[config.mk]
export PLATFORM = sky130hd
export DESIGN_NAME = uart_rx_flat
export DESIGN_NICKNAME = d
export VERILOG_FILES = /design/src/rtl/uart_pkg.sv /design/src/rtl/uart_rx_if.sv /design/src/rtl/uart_sync2.sv /design/src/rtl/uart_rx.sv /design/src/flat_wrapper.sv
export SDC_FILE = /design/constraint.sdc
export NUM_CORES = 1
export LEC_CHECK = 0
export BUFFER_PORTS_ARGS = -buffer_cell sky130_fd_sc_hd__buf_2
export CORE_ASPECT_RATIO = 0.9
export CORE_MARGIN = 3
export CORE_UTILIZATION = 59
export CTS_CLUSTER_DIAMETER = 40
export DETAILED_ROUTE_END_ITERATION = 8
export GPL_TIMING_DRIVEN = 1
export PLACE_DENSITY = 0.81
export SLEW_MARGIN = 15
export SYNTH_ARGS = -nofsm -noshare
export SYNTH_HDL_FRONTEND = slang
export SYNTH_SLANG_ARGS = --single-unit
[constraint.sdc]
create_clock -name clk -period 3.34 [get_ports clk]
set_input_delay 0.334 -clock clk [delete_from_list [all_inputs] [get_ports clk]]
set_output_delay 0.334 -clock clk [all_outputs]
set_load 0.01 [all_outputs]
[src/rtl/uart_pkg.sv]
// ----------------------------------------------------------------------------
// uart_pkg
// Shared UART definitions: default frame/oversampling constants (also used
// by the transmitter) and the receiver FSM state type.
// ----------------------------------------------------------------------------
package uart_pkg;

    localparam int UART_DATA_BITS  = 8;
    localparam int UART_OVERSAMPLE = 16;

    typedef enum logic [1:0] {
        IDLE  = 2'd0,
        START = 2'd1,
        DATA  = 2'd2,
        STOP  = 2'd3
    } uart_rx_state_e;

endpackage

[src/rtl/uart_rx_if.sv]
// ----------------------------------------------------------------------------
// uart_rx_if
// Bus-side byte output of the UART receiver.
//   rx_data   : received byte, valid while rx_valid
//   rx_valid  : byte available, held until accepted
//   rx_ready  : consumer accepts rx_data this cycle
//   frame_err : 1-clk pulse, stop bit sampled low
//   overrun   : 1-clk pulse, good frame dropped because previous byte pending
// master = receiver side, slave = consumer side.
// ----------------------------------------------------------------------------
interface uart_rx_if
    import uart_pkg::*;
#(
    parameter int DATA_BITS = UART_DATA_BITS
);
    logic [DATA_BITS-1:0] rx_data;
    logic                 rx_valid;
    logic                 rx_ready;
    logic                 frame_err;
    logic                 overrun;

    modport master (
        output rx_data, rx_valid, frame_err, overrun,
        input  rx_ready
    );

    modport slave (
        input  rx_data, rx_valid, frame_err, overrun,
        output rx_ready
    );
endinterface

[src/rtl/uart_sync2.sv]
// ----------------------------------------------------------------------------
// uart_sync2
// Generic 2-flop synchronizer for an asynchronous single-bit input.
//   clk   : destination clock
//   reset : synchronous, active-high; both flops load RST_VAL
//   d     : asynchronous input
//   q     : synchronized output (2 clk latency)
// ----------------------------------------------------------------------------
module uart_sync2 #(
    parameter logic RST_VAL = 1'b1
) (
    input  logic clk,
    input  logic reset,
    input  logic d,
    output logic q
);
    logic meta;

    always_ff @(posedge clk) begin
        if (reset) begin
            meta <= RST_VAL;
            q    <= RST_VAL;
        end else begin
            meta <= d;
            q    <= meta;
        end
    end
endmodule

[src/rtl/uart_rx.sv]
// ----------------------------------------------------------------------------
// uart_rx
// 8N1-style UART receiver (LSB first) driven by a OVERSAMPLE x baud tick.
//   clk      : system clock
//   reset    : synchronous, active-high
//   rxclk_en : one-cycle tick at OVERSAMPLE x baud
//   rx       : asynchronous serial line, idle high
//   bus      : byte output (valid/ready) plus frame_err / overrun pulses
// All outputs are registered; rx_ready only feeds flop inputs.
// ----------------------------------------------------------------------------
module uart_rx
    import uart_pkg::*;
#(
    parameter int DATA_BITS  = UART_DATA_BITS,
    parameter int OVERSAMPLE = UART_OVERSAMPLE
) (
    input  logic       clk,
    input  logic       reset,
    input  logic       rxclk_en,
    input  logic       rx,
    uart_rx_if.master  bus
);
    localparam int TW = (OVERSAMPLE > 1) ? $clog2(OVERSAMPLE) : 1;
    localparam int BW = (DATA_BITS  > 1) ? $clog2(DATA_BITS)  : 1;

    // START samples half a bit in; DATA/STOP sample one full bit later,
    // which lands in the middle of every following bit.
    localparam logic [TW-1:0] TICK_MID = TW'(OVERSAMPLE/2 - 1);
    localparam logic [TW-1:0] TICK_END = TW'(OVERSAMPLE - 1);
    localparam logic [BW-1:0] BIT_LAST = BW'(DATA_BITS - 1);

    logic                 rx_s;
    uart_rx_state_e       state;
    logic [TW-1:0]        tick_cnt;
    logic [BW-1:0]        bit_cnt;
    logic [DATA_BITS-1:0] shreg;
    logic [DATA_BITS-1:0] data_q;
    logic                 valid_q;
    logic                 ferr_q;
    logic                 ovr_q;

    uart_sync2 #(.RST_VAL(1'b1)) u_sync (
        .clk   (clk),
        .reset (reset),
        .d     (rx),
        .q     (rx_s)
    );

    always_ff @(posedge clk) begin
        if (reset) begin
            state    <= IDLE;
            tick_cnt <= '0;
            bit_cnt  <= '0;
            shreg    <= '0;
            data_q   <= '0;
            valid_q  <= 1'b0;
            ferr_q   <= 1'b0;
            ovr_q    <= 1'b0;
        end else begin
            ferr_q <= 1'b0;
            ovr_q  <= 1'b0;

            // Handshake drop; a byte loaded below in the same cycle wins.
            if (valid_q && bus.rx_ready)
                valid_q <= 1'b0;

            if (rxclk_en) begin
                case (state)
                    IDLE: begin
                        if (!rx_s) begin
                            state    <= START;
                            tick_cnt <= '0;
                        end
                    end

                    START: begin
                        if (tick_cnt == TICK_MID) begin
                            tick_cnt <= '0;
                            bit_cnt  <= '0;
                            // line back high at mid start bit: glitch, drop it
                            state    <= rx_s ? IDLE : DATA;
                        end else begin
                            tick_cnt <= tick_cnt + 1'b1;
                        end
                    end

                    DATA: begin
                        if (tick_cnt == TICK_END) begin
                            tick_cnt <= '0;
                            shreg    <= {rx_s, shreg[DATA_BITS-1:1]};
                            if (bit_cnt == BIT_LAST)
                                state <= STOP;
                            else
                                bit_cnt <= bit_cnt + 1'b1;
                        end else begin
                            tick_cnt <= tick_cnt + 1'b1;
                        end
                    end

                    STOP: begin
                        if (tick_cnt == TICK_END) begin
                            // back to IDLE mid stop bit so a following
                            // start edge is caught without a gap
                            tick_cnt <= '0;
                            state    <= IDLE;
                            if (rx_s) begin
                                if (!valid_q || bus.rx_ready) begin
                                    data_q  <= shreg;
                                    valid_q <= 1'b1;
                                end else begin
                                    ovr_q <= 1'b1;
                                end
                            end else begin
                                ferr_q <= 1'b1;
                            end
                        end else begin
                            tick_cnt <= tick_cnt + 1'b1;
                        end
                    end

                    default: state <= IDLE;
                endcase
            end
        end
    end

    assign bus.rx_data   = data_q;
    assign bus.rx_valid  = valid_q;
    assign bus.frame_err = ferr_q;
    assign bus.overrun   = ovr_q;

endmodule
[src/flat_wrapper.sv]
// flat-port wrapper written by rule: the top's interface ports become plain ports
module uart_rx_flat import uart_pkg::*;
#(
    parameter int DATA_BITS  = UART_DATA_BITS,
    parameter int OVERSAMPLE = UART_OVERSAMPLE
)
  (clk, reset, rxclk_en, rx, bus_rx_data, bus_rx_valid, bus_frame_err, bus_overrun, bus_rx_ready);
  uart_rx_if #(.DATA_BITS(DATA_BITS)) bus_i ();
  input  logic clk;
  input  logic reset;
  input  logic rxclk_en;
  input  logic rx;
  output wire logic [$bits(bus_i.rx_data)-1:0] bus_rx_data;
  output wire logic [$bits(bus_i.rx_valid)-1:0] bus_rx_valid;
  output wire logic [$bits(bus_i.frame_err)-1:0] bus_frame_err;
  output wire logic [$bits(bus_i.overrun)-1:0] bus_overrun;
  input wire logic [$bits(bus_i.rx_ready)-1:0] bus_rx_ready;
  assign bus_rx_data = bus_i.rx_data;
  assign bus_rx_valid = bus_i.rx_valid;
  assign bus_frame_err = bus_i.frame_err;
  assign bus_overrun = bus_i.overrun;
  assign bus_i.rx_ready = bus_rx_ready;
  uart_rx #(.DATA_BITS(DATA_BITS), .OVERSAMPLE(OVERSAMPLE)) u_core (.clk(clk), .reset(reset), .rxclk_en(rxclk_en), .rx(rx), .bus(bus_i));
endmodule
==> results of run 1 <==
-- cell usage in the layout (no fill, tap or decap), drive strengths merged, types with 2 or more instances in the layout --
master / instances
a21oi: 6
mux2i: 22
or2: 3
dfxtp: 30
o21ai: 2
nand3: 4
clkbuf: 5
and3b: 2
ha: 3
nand4: 2
buf: 17
nor3b: 4
nor2: 23
clkinv: 2
nand2: 7
-- power by group through the flow --
stage	logic [uW]	clock network, uW	registers [uW]
6_report	13.7	276	362
4_1_cts	13.4	282	362
5_1_grt	15.2	296	363
3_5_place_dp	13.3	0	370
3_3_place_gp	13.1	0	370
2_1_floorplan	11.0	0	369
-- cell type report --
class,count,area [um^2],area share [%]
Clock buffer,5,37.5,2.67
Tap cell,25,31.3,2.23
Inverter,1,3.75,0.267
Clock inverter,3,40.0,2.85
Timing Repair Buffer,17,90.1,6.41
Sequential cell,30,601,42.7
Multi-Input combinational cell,90,602,42.8
-- stage by stage --
step / power, uW / cells / cell area (um^2) / worst slack (ns) / util (%)
final: 651 / 171 / 1410 / 1.55 / 71.3
after global routing: 673 / 171 / 1410 / 1.40 / 71.3
after CTS: 657 / 171 / 1410 / 1.57 / 71.3
after detailed placement: 384 / 163 / 1330 / 1.61 / 67.4
after global placement: 383 / 163 / 1330 / 1.68 / 67.4
after floorplan: 380 / 130 / 1250 / 1.83 / -
-- per-layer routing --
layer | track usage (%) | vias to the layer above | wire length, um
met2 | 32.1 | 20 | 1120
met5 | 0 | - | 0
met1 | 24.3 | 468 | 1070
met4 | 5.39 | 0 | 14
met3 | 7.25 | 2 | 100
li1 | - | 481 | -
-- state kept, by name (all words and copies together) (netlist names), named ones only --
signal and cells:
u_core.tick_cnt 4, u_core.bit_cnt 3, u_core.bus.rx_data 8, u_core.bus.overrun 1
u_core.u_sync.q 1, u_core.shreg 8, u_core.u_sync.meta 1, u_core.state 1
u_core.bus.rx_valid 1, u_core.bus.frame_err 1
-- how the worst max path moves through the flow --
stage / startpoint / to / slack, ns / cells after the start
after floorplan: u_core.bit_cnt[0] / u_core.bit_cnt[0] / 1.83 / 6
after detailed placement: register / u_core.bus.rx_data[6] / 1.61 / 5
final: u_core.tick_cnt[0] / u_core.bus.rx_data[6] / 1.55 / 6
after global placement: u_core.tick_cnt[0] / u_core.shreg[6] / 1.68 / 6
after CTS: u_core.tick_cnt[0] / u_core.bus.rx_data[6] / 1.57 / 6
after global routing: u_core.tick_cnt[0] / u_core.bus.rx_data[7] / 1.40 / 6
-- cell families after synthesis --
family	synth area share (%)
multiplexers	17.6
flip-flops	47.9
adder cells (fa/ha/maj)	2.99
AO/OA/AOI/OAI	6.19
XOR/XNOR	0.699
buffers and inverters	4.09
AND/OR/NAND/NOR	20.6
==> impl_metrics.ini, run 1 <==
[floorplan]
die_y_um = 49.7
design.core.area_mm2 = 0.00197
ios = 16
fp-row-count = 15
dieWidth_um = 54.6
start_util_pct = 63.6
dieArea_mm2 = 0.00271

[clock_tree]
clockBufferDepth = 2
cts_sinks = 30
cts_made_buffers = 5
cts_resized = 0
tritoncts = done
htree_levels = 2
root_buffer = clkbuf_4
clk_pin_slew_worst_paths_ns = 0.10
cts_setup_buffers = 0
clkLatencyLatePin_ns = 0.32
cts_hold_buf = 0

[finish]
syn_to_final_growth_pct = 12.1
fillers = 165
final_nets = 153
diodes = 0
drive_gt1_share_pct = 19.9

[critical_path]
r2r-start = u_core.tick_cnt[0]
path_max_fanout = 8
endpoint_kind = register
reg2reg_to = u_core.bus.rx_data[6]
required_ns = 3.53
rr_worst_depth = 6
cp_slowest_cell = dfxtp_1
worstSetupPathType = register to register
crit_family = simple AND/OR/NAND/NOR gates
arrival_ns = 1.98
cp_num_buf_inv = 1
slowest_delay_ns = 0.39
worstSetupStartpointType = register
path_cells = ha_1, nand4_1, nor3b_1, buf_4, mux2i_1, nor2_1
rrSetupSlack_ns = 1.55

[sta]
hold_viol = 0
worstMarginPinSlew_ns = 0.558
skew_ns = 0.00792
rsz0062_at_grt = false
setup_tns_ns = 0
setup_viol = 0
slew-limit-headroom_pct = 62.5
fin_crit_ns = 1.79
fmax_ghz = 0.558
slew_violations = 0
fin_crit_sh_pct = 53.6
worst_hold_slack_ns = 0.198

[pwr]
ir_worst_vdd_mv = 0.424
swShare_pct = 20.4
power_switching_uw = 133
p_int_uw = 519
pwr-share-comb_pct = 2.1
pwr-share-clk_pct = 42.3
power_density_mw_per_mm2 = 464
p_leak_uw = 0.000578
seq_power_share_pct = 55.6

[hold_path]
worstHoldPathType = input pin to register
min_path_cells = 2
whs_endpoint = u_core.u_sync.meta
hold_start = rx

[synth]
ys_types = 28
ys_warn_count = 0
syn_nets = 138
async_flop_share_pct = 0
synth-seq-cells = 30
synth_area_per_cell_um2 = 9.64
ys.flop_type = dfxtp_1
synth_common_cells = 30 x dfxtp_1, 23 x nor2_1, 22 x mux2i_1, 7 x nand2_1, 6 x a21oi_1
synth_area_leaders = dfxtp_1 48%, mux2i_1 18%, nor2_1 6.9%
synth_most_common_cell = dfxtp_1
syn_inst = 130
yosysTopAreaCell = dfxtp_1
syn_area_mm2 = 0.00125
synth_edf_count = 0
synth_top_area_share_pct = 47.9
seq_area_frac_synth_pct = 47.9

[detailed_routing]
wire_per_inst_um = 13.4
drt-total-wl_mm = 2.30
drtAntennaViolNets = 0
first_pass_iters = 4
drt_iter0_markers = 19
viasPerCell = 5.68
via_count = 971
drc = 0

[placement]
place.gp.congestion = 0.826
io_buffers = 15
place_hpwl_mm = 1.53

[grt]
grt_start_max_net_pins = 31
grt_antenna_before_repair = 0
grt_pass1_wl_mm = 3.96
grt.total_usage_pct = 19.9
grt_pass1_vias = 900
grt_overflow = 0

[status]
status = finished clean

[flow_run]
drv_cap = 0
Power figures use the tool's default switching activity.
==> run 2, diff against run 1 <==
--- a/config.mk
+++ b/config.mk
@@ -5,14 +5,15 @@
 export SDC_FILE = /design/constraint.sdc
 export NUM_CORES = 1
 export LEC_CHECK = 0
+export ABC_AREA = 1
 export BUFFER_PORTS_ARGS = -buffer_cell sky130_fd_sc_hd__buf_2
 export CORE_ASPECT_RATIO = 0.9
 export CORE_MARGIN = 3
-export CORE_UTILIZATION = 59
+export CORE_UTILIZATION = 50
 export CTS_CLUSTER_DIAMETER = 40
 export DETAILED_ROUTE_END_ITERATION = 8
 export GPL_TIMING_DRIVEN = 1
-export PLACE_DENSITY = 0.81
+export PLACE_DENSITY = 0.73
 export SLEW_MARGIN = 15
 export SYNTH_ARGS = -nofsm -noshare
 export SYNTH_HDL_FRONTEND = slang
==> constraint.sdc (replaced) <==
create_clock -name clk -period 1.45 [get_ports clk]
set_input_delay 0.145 -clock clk [delete_from_list [all_inputs] [get_ports clk]]
set_output_delay 0.145 -clock clk [all_outputs]
set_load 0.01 [all_outputs]
==> impl_metrics.ini, run 2 <==
[status]
status = finished clean

[sta]
worstMarginPinSlew_ns = 0.337
skew_ns = 0.00581
fin_crit_ns = 1.35
fin_ws_ns = 0.0987
fin_crit_sh_pct = 93.2
fmax_ghz = 0.740
setup_viol = 0
slew_violations = 0
hold_viol = 0
slew-limit-headroom_pct = 77.6

[synth]
async_flop_share_pct = 0
synth_edf_count = 0
synth_top_area_share_pct = 45.3
ys_types = 25
seq_area_frac_synth_pct = 45.3
synth_common_cells = 30 x dfxtp_1, 30 x nor2_1, 21 x nand2_1, 11 x a21oi_1, 11 x inv_1
ys.flop_type = dfxtp_1
synth_area_leaders = dfxtp_1 45%, nor2_1 8.5%, nand2_1 5.9%
syn_inst = 169
synth_area_per_cell_um2 = 7.85
yosysTopAreaCell = dfxtp_1
syn_nets = 177
syn_area_mm2 = 0.00133
ys_warn_count = 0
synth-seq-cells = 30

[critical_path]
endpoint_kind = register
crit_family = flip-flops
cp_num_buf_inv = 1
path_cells = ha_4, ha_4, inv_2, nand2_2, o21ai_4, nand3_1, nand2_1, nor2_1
arrival_ns = 1.55
slowest_delay_ns = 0.35
cp_common_cell = ha_4
path_max_fanout = 6
required_ns = 1.65
worstSetupStartpointType = register
cp_slowest_cell = dfxtp_2
worstSetupPathType = register to register

[pwr]
p_leak_uw = 0.000676
ir_worst_vdd_mv = 0.589
total_power_uw = 1420
power_density_mw_per_mm2 = 894

[floorplan]
design.core.area_mm2 = 0.00249
start_util_pct = 53.3
fp-row-count = 17
die_y_um = 54.9
ios = 16
dieWidth_um = 60.3
dieArea_mm2 = 0.00331

[finish]
diodes = 0
final_nets = 202
fillers = 218
drive_gt1_share_pct = 32.3
stdcell_area_mm2 = 0.00159
syn_to_final_growth_pct = 19.7
final_common_cell = nor2_1
final_cell_mix = 30 x nor2_1, 24 x dfxtp_1, 21 x nand2_1
fin_util_pct = 63.8

[detailed_routing]
viasPerCell = 5.17
via_count = 1154
drc = 0
drt_iter0_markers = 41
drt-total-wl_mm = 2.63
first_pass_iters = 4
drtAntennaViolNets = 0
wire_per_inst_um = 11.8

[grt]
grt_overflow = 0
grt_pass1_vias = 1008
grt.total_usage_pct = 17.9
grt_start_max_net_pins = 19
grt_pass1_wl_mm = 4.35
grt_antenna_before_repair = 0

[hold_path]
worstHoldPathType = input pin to register

[flow_run]
drv_cap = 0

[clock_tree]
htree_levels = 2
clockBufferDepth = 2
cts_made_buffers = 5
root_buffer = clkbuf_4
tritoncts = done
clk_pin_slew_worst_paths_ns = 0.09
clkLatencyLatePin_ns = 0.31
cts_sinks = 30

[placement]
place_hpwl_mm = 1.92
place.gp.congestion = 0.901
dp_slack_ns = -0.0173
placed_area_mm2 = 0.00144
io_buffers = 15
## run 2: cell count changes in the layout (fill, tap and decap cells not counted), sizes merged, moves of 10 or more
cell,change
inv,+14
mux2i,-22
nand2,+15
nor2,+12
nor3,+10
o21ai,+17
## run 2: final cells by class
cell class / count / area (um^2) / area share [%]
clock buffer: 7 / 55.1 / 3.47
clock inverter: 1 / 5.00 / 0.315
inverter: 15 / 58.8 / 3.70
multi-input combinational: 120 / 698 / 44.0
sequential: 30 / 608 / 38.3
tap: 28 / 35.0 / 2.21
timing repair buffer: 22 / 128 / 8.04
## run 2: path summary, 6_finish.rpt
| path | start | endpoint | slack [ns] | cells past startpoint |
|---|---|---|---|---|
| worst max register to register | u_core.bit_cnt[0] | u_core.bit_cnt[0] | 0.1 | 8 |
| worst max-delay path | u_core.bit_cnt[0] | u_core.bit_cnt[0] | 0.1 | 8 |
| worst min-delay path | rx | u_core.u_sync.meta | 0.02 | 2 |
| worst min register to register | u_core.u_sync.meta | u_core.u_sync.q | 0.41 | 1 |
## run 2: timing repair
| item | 4_1_cts | 5_1_grt |
|---|---|---|
| setup endpoints to repair | 8 | 18 |
| hold buffers | 0 | 0 |
| pin swaps | 1 | 2 |
| gates resized for setup | 1 | 19 |
| buffers inserted | 2 | 1 |
## run 2: metal layers
layer  vias up  part of all wire [%]  GRT usage [%]  wire length (um)
li1        613                     -              -                 -
met1       518                    48           24.5              1270
met2        19                    46           26.8              1220
met3         4                   4.3           6.13               114
met4         0                   1.1           4.43                28
met5         -                     0              0                 0
## run 2: per-stage QoR
| stage | TNS (ns) | std cells | hold slack [ns] |
|---|---|---|---|
| after floorplan | 0 | 169 | 0.249 |
| after global placement | 0 | 212 | 0.329 |
| after detailed placement | -0.0746 | 212 | 0.333 |
| after CTS | 0 | 222 | 0.00389 |
| after global routing | -0.0158 | 223 | 0.00138 |
| final | 0 | 223 | 0.0155 |
## run 2: cells by family after synthesis
| group | Yosys count | synth area share, % |
|---|---|---|
| compound gates | 31 | 12.8 |
| fa+ha+maj | 3 | 2.83 |
| buf+inv | 19 | 6.04 |
| flops | 30 | 45.3 |
| simple gates | 86 | 33.0 |
## run 2: where the power goes
part	switching, uW	leakage (uW)	internal [uW]
Combinational	54.9	0.000395	28.8
Sequential	8.71	0.000245	832
Clock	261	0.0000353	235
## run 2: worst register-to-register path, cell delays in order (launching register included)
cell and delay, ns:
dfxtp_2 0.35, ha_4 0.16, ha_4 0.16, inv_2 0.04
nand2_2 0.07, o21ai_4 0.26, nand3_1 0.11, nand2_1 0.07
nor2_1 0.03
==> run 3, diff against run 2 <==
--- a/config.mk
+++ b/config.mk
@@ -13,7 +13,9 @@
 export CTS_CLUSTER_DIAMETER = 40
 export DETAILED_ROUTE_END_ITERATION = 8
 export GPL_TIMING_DRIVEN = 1
+export HOLD_SLACK_MARGIN = 0.02
 export PLACE_DENSITY = 0.73
+export SKIP_LAST_GASP = 1
 export SLEW_MARGIN = 15
 export SYNTH_ARGS = -nofsm -noshare
 export SYNTH_HDL_FRONTEND = slang
==> constraint.sdc (replaced) <==
create_clock -name clk -period 1.45 [get_ports clk]
set_input_delay 0.145 -clock clk [delete_from_list [all_inputs] [get_ports clk]]
set_output_delay 0.145 -clock clk [all_outputs]
set_load 0.02 [all_outputs]
==> impl_metrics.ini, run 3 (synthesis gave the netlist of run 2 again) <==
[detailed_routing]
viasPerCell = 5.17
via_count = 1158
drtAntennaViolNets = 0
first_pass_iters = 4
drt_iter0_markers = 42
drc = 0
drt-total-wl_mm = 2.64
wire_per_inst_um = 11.8

[sta]
fin_crit_ns = 1.35
slew-limit-headroom_pct = 77.6
skew_ns = 0.00581
fmax_ghz = 0.740
worst_hold_slack_ns = 0.0977
hold_viol = 0
setup_viol = 0
fin_crit_sh_pct = 93.2
setup_tns_ns = 0
slew_violations = 0
worstMarginPinSlew_ns = 0.337

[critical_path]
worstSetupPathType = register to register
endpoint_kind = register
required_ns = 1.65
rrSetupSlack_ns = 0.1
worstSetupStartpointType = register
path_max_fanout = 6
rr_worst_depth = 8
arrival_ns = 1.55

[placement]
dp.cells = 212
place_hpwl_mm = 1.92
io_buffers = 15
place.gp.congestion = 0.901

[finish]
diodes = 0
syn_to_final_growth_pct = 20.5
regArea_um2 = 608
drive_gt1_share_pct = 32.1
final_cell_mix = 30 x nor2_1, 24 x dfxtp_1, 21 x nand2_1
final_common_cell = nor2_1
fin_util_pct = 64.2
finalNonFillerCells = 224
fillers = 217
multiInputGateArea_um2 = 698
final_nets = 203

[floorplan]
dieWidth_um = 60.3
start_util_pct = 53.3
design.core.area_mm2 = 0.00249
ios = 16
fp-row-count = 17
dieArea_mm2 = 0.00331
die_y_um = 54.9

[grt]
grt_overflow = 0
grt.total_usage_pct = 17.9
grt_antenna_before_repair = 0
grt_start_max_net_pins = 19
grt_pass1_wl_mm = 4.35
grt_pass1_vias = 1008

[pwr]
p_int_uw = 1100
power_density_mw_per_mm2 = 890
swShare_pct = 22.9
p_leak_uw = 0.000680
ir_worst_vdd_mv = 0.589
pwr-share-comb_pct = 6.0
pwr-share-clk_pct = 34.9
power_switching_uw = 325
total_power_uw = 1420
seq_power_share_pct = 59.1

[clock_tree]
tritoncts = done
clk_pin_slew_worst_paths_ns = 0.09
clkLatencyLatePin_ns = 0.31
root_buffer = clkbuf_4
cts_made_buffers = 5
htree_levels = 2
clockBufferDepth = 2
cts_sinks = 30

[flow_run]
drv_cap = 0

[status]
status = finished clean

[hold_path]
worstHoldPathType = input pin to register
min_path_cells = 2
==> run 3: changes by cell type in the layout (fill, tap and decap cells not counted) <==
| cell | change |
|---|---|
| dlygate4sd3_1 | +1 |
==> run 3: critical path, cell delays in order (launching register included) <==
cell and delay, ns:
dfxtp_2 0.35, ha_4 0.16, ha_4 0.16, inv_2 0.04, nand2_2 0.07, o21ai_4 0.26, nand3_1 0.11, nand2_1 0.07
nor2_1 0.03
==> run 3: path summary, 6_finish.rpt <==
kind | from | to
max | u_core.bit_cnt[0] | u_core.bit_cnt[0]
min | reset | u_core.tick_cnt[1]
min reg2reg | u_core.u_sync.meta | u_core.u_sync.q
max reg2reg | u_core.bit_cnt[0] | u_core.bit_cnt[0]
==> run 3: cell type report <==
type                            instances  area share (%)
Sequential cell                        30            38.1
Timing Repair Buffer                   23            8.61
Inverter                               15            3.68
Clock inverter                          1           0.313
Multi-Input combinational cell        120            43.7
Tap cell                               28            2.19
Clock buffer                            7            3.45
==> run 3: power by group through the flow <==
stage                     sequential [uW]  combinational [uW]  clock (uW)
after floorplan                       856                58.6           0
after global placement                857                76.8           0
after detailed placement              858                79.1           0
after CTS                             838                81.5         519
after global routing                  842                99.7         560
final                                 841                85.8         496
==> run 3: stage by stage <==
| step | setup slack (ns) | area [um^2] |
|---|---|---|
| 3_5_place_dp | -0.0173 | 1440 |
| 2_1_floorplan | 0.123 | 1330 |
| 4_1_cts | 0.0336 | 1530 |
| 5_1_grt | -0.0158 | 1600 |
| 6_report | 0.0987 | 1600 |
| 3_3_place_gp | 0.0286 | 1440 |
==> run 3: layer usage <==
metal	vias to the layer above	track usage, %	wire, um
met5	-	0	0
met4	0	4.43	28
met3	4	6.13	111
met2	19	26.8	1220
met1	520	24.5	1270
li1	615	-	-
==> run 3: what timing repair did <==
item	in CTS	in global routing
endpoints found under the setup margin	8	18
hold buffers	1	0
gates resized for setup	1	19
hold endpoints to repair	1	0
pin swaps	1	2
setup buffers	2	1
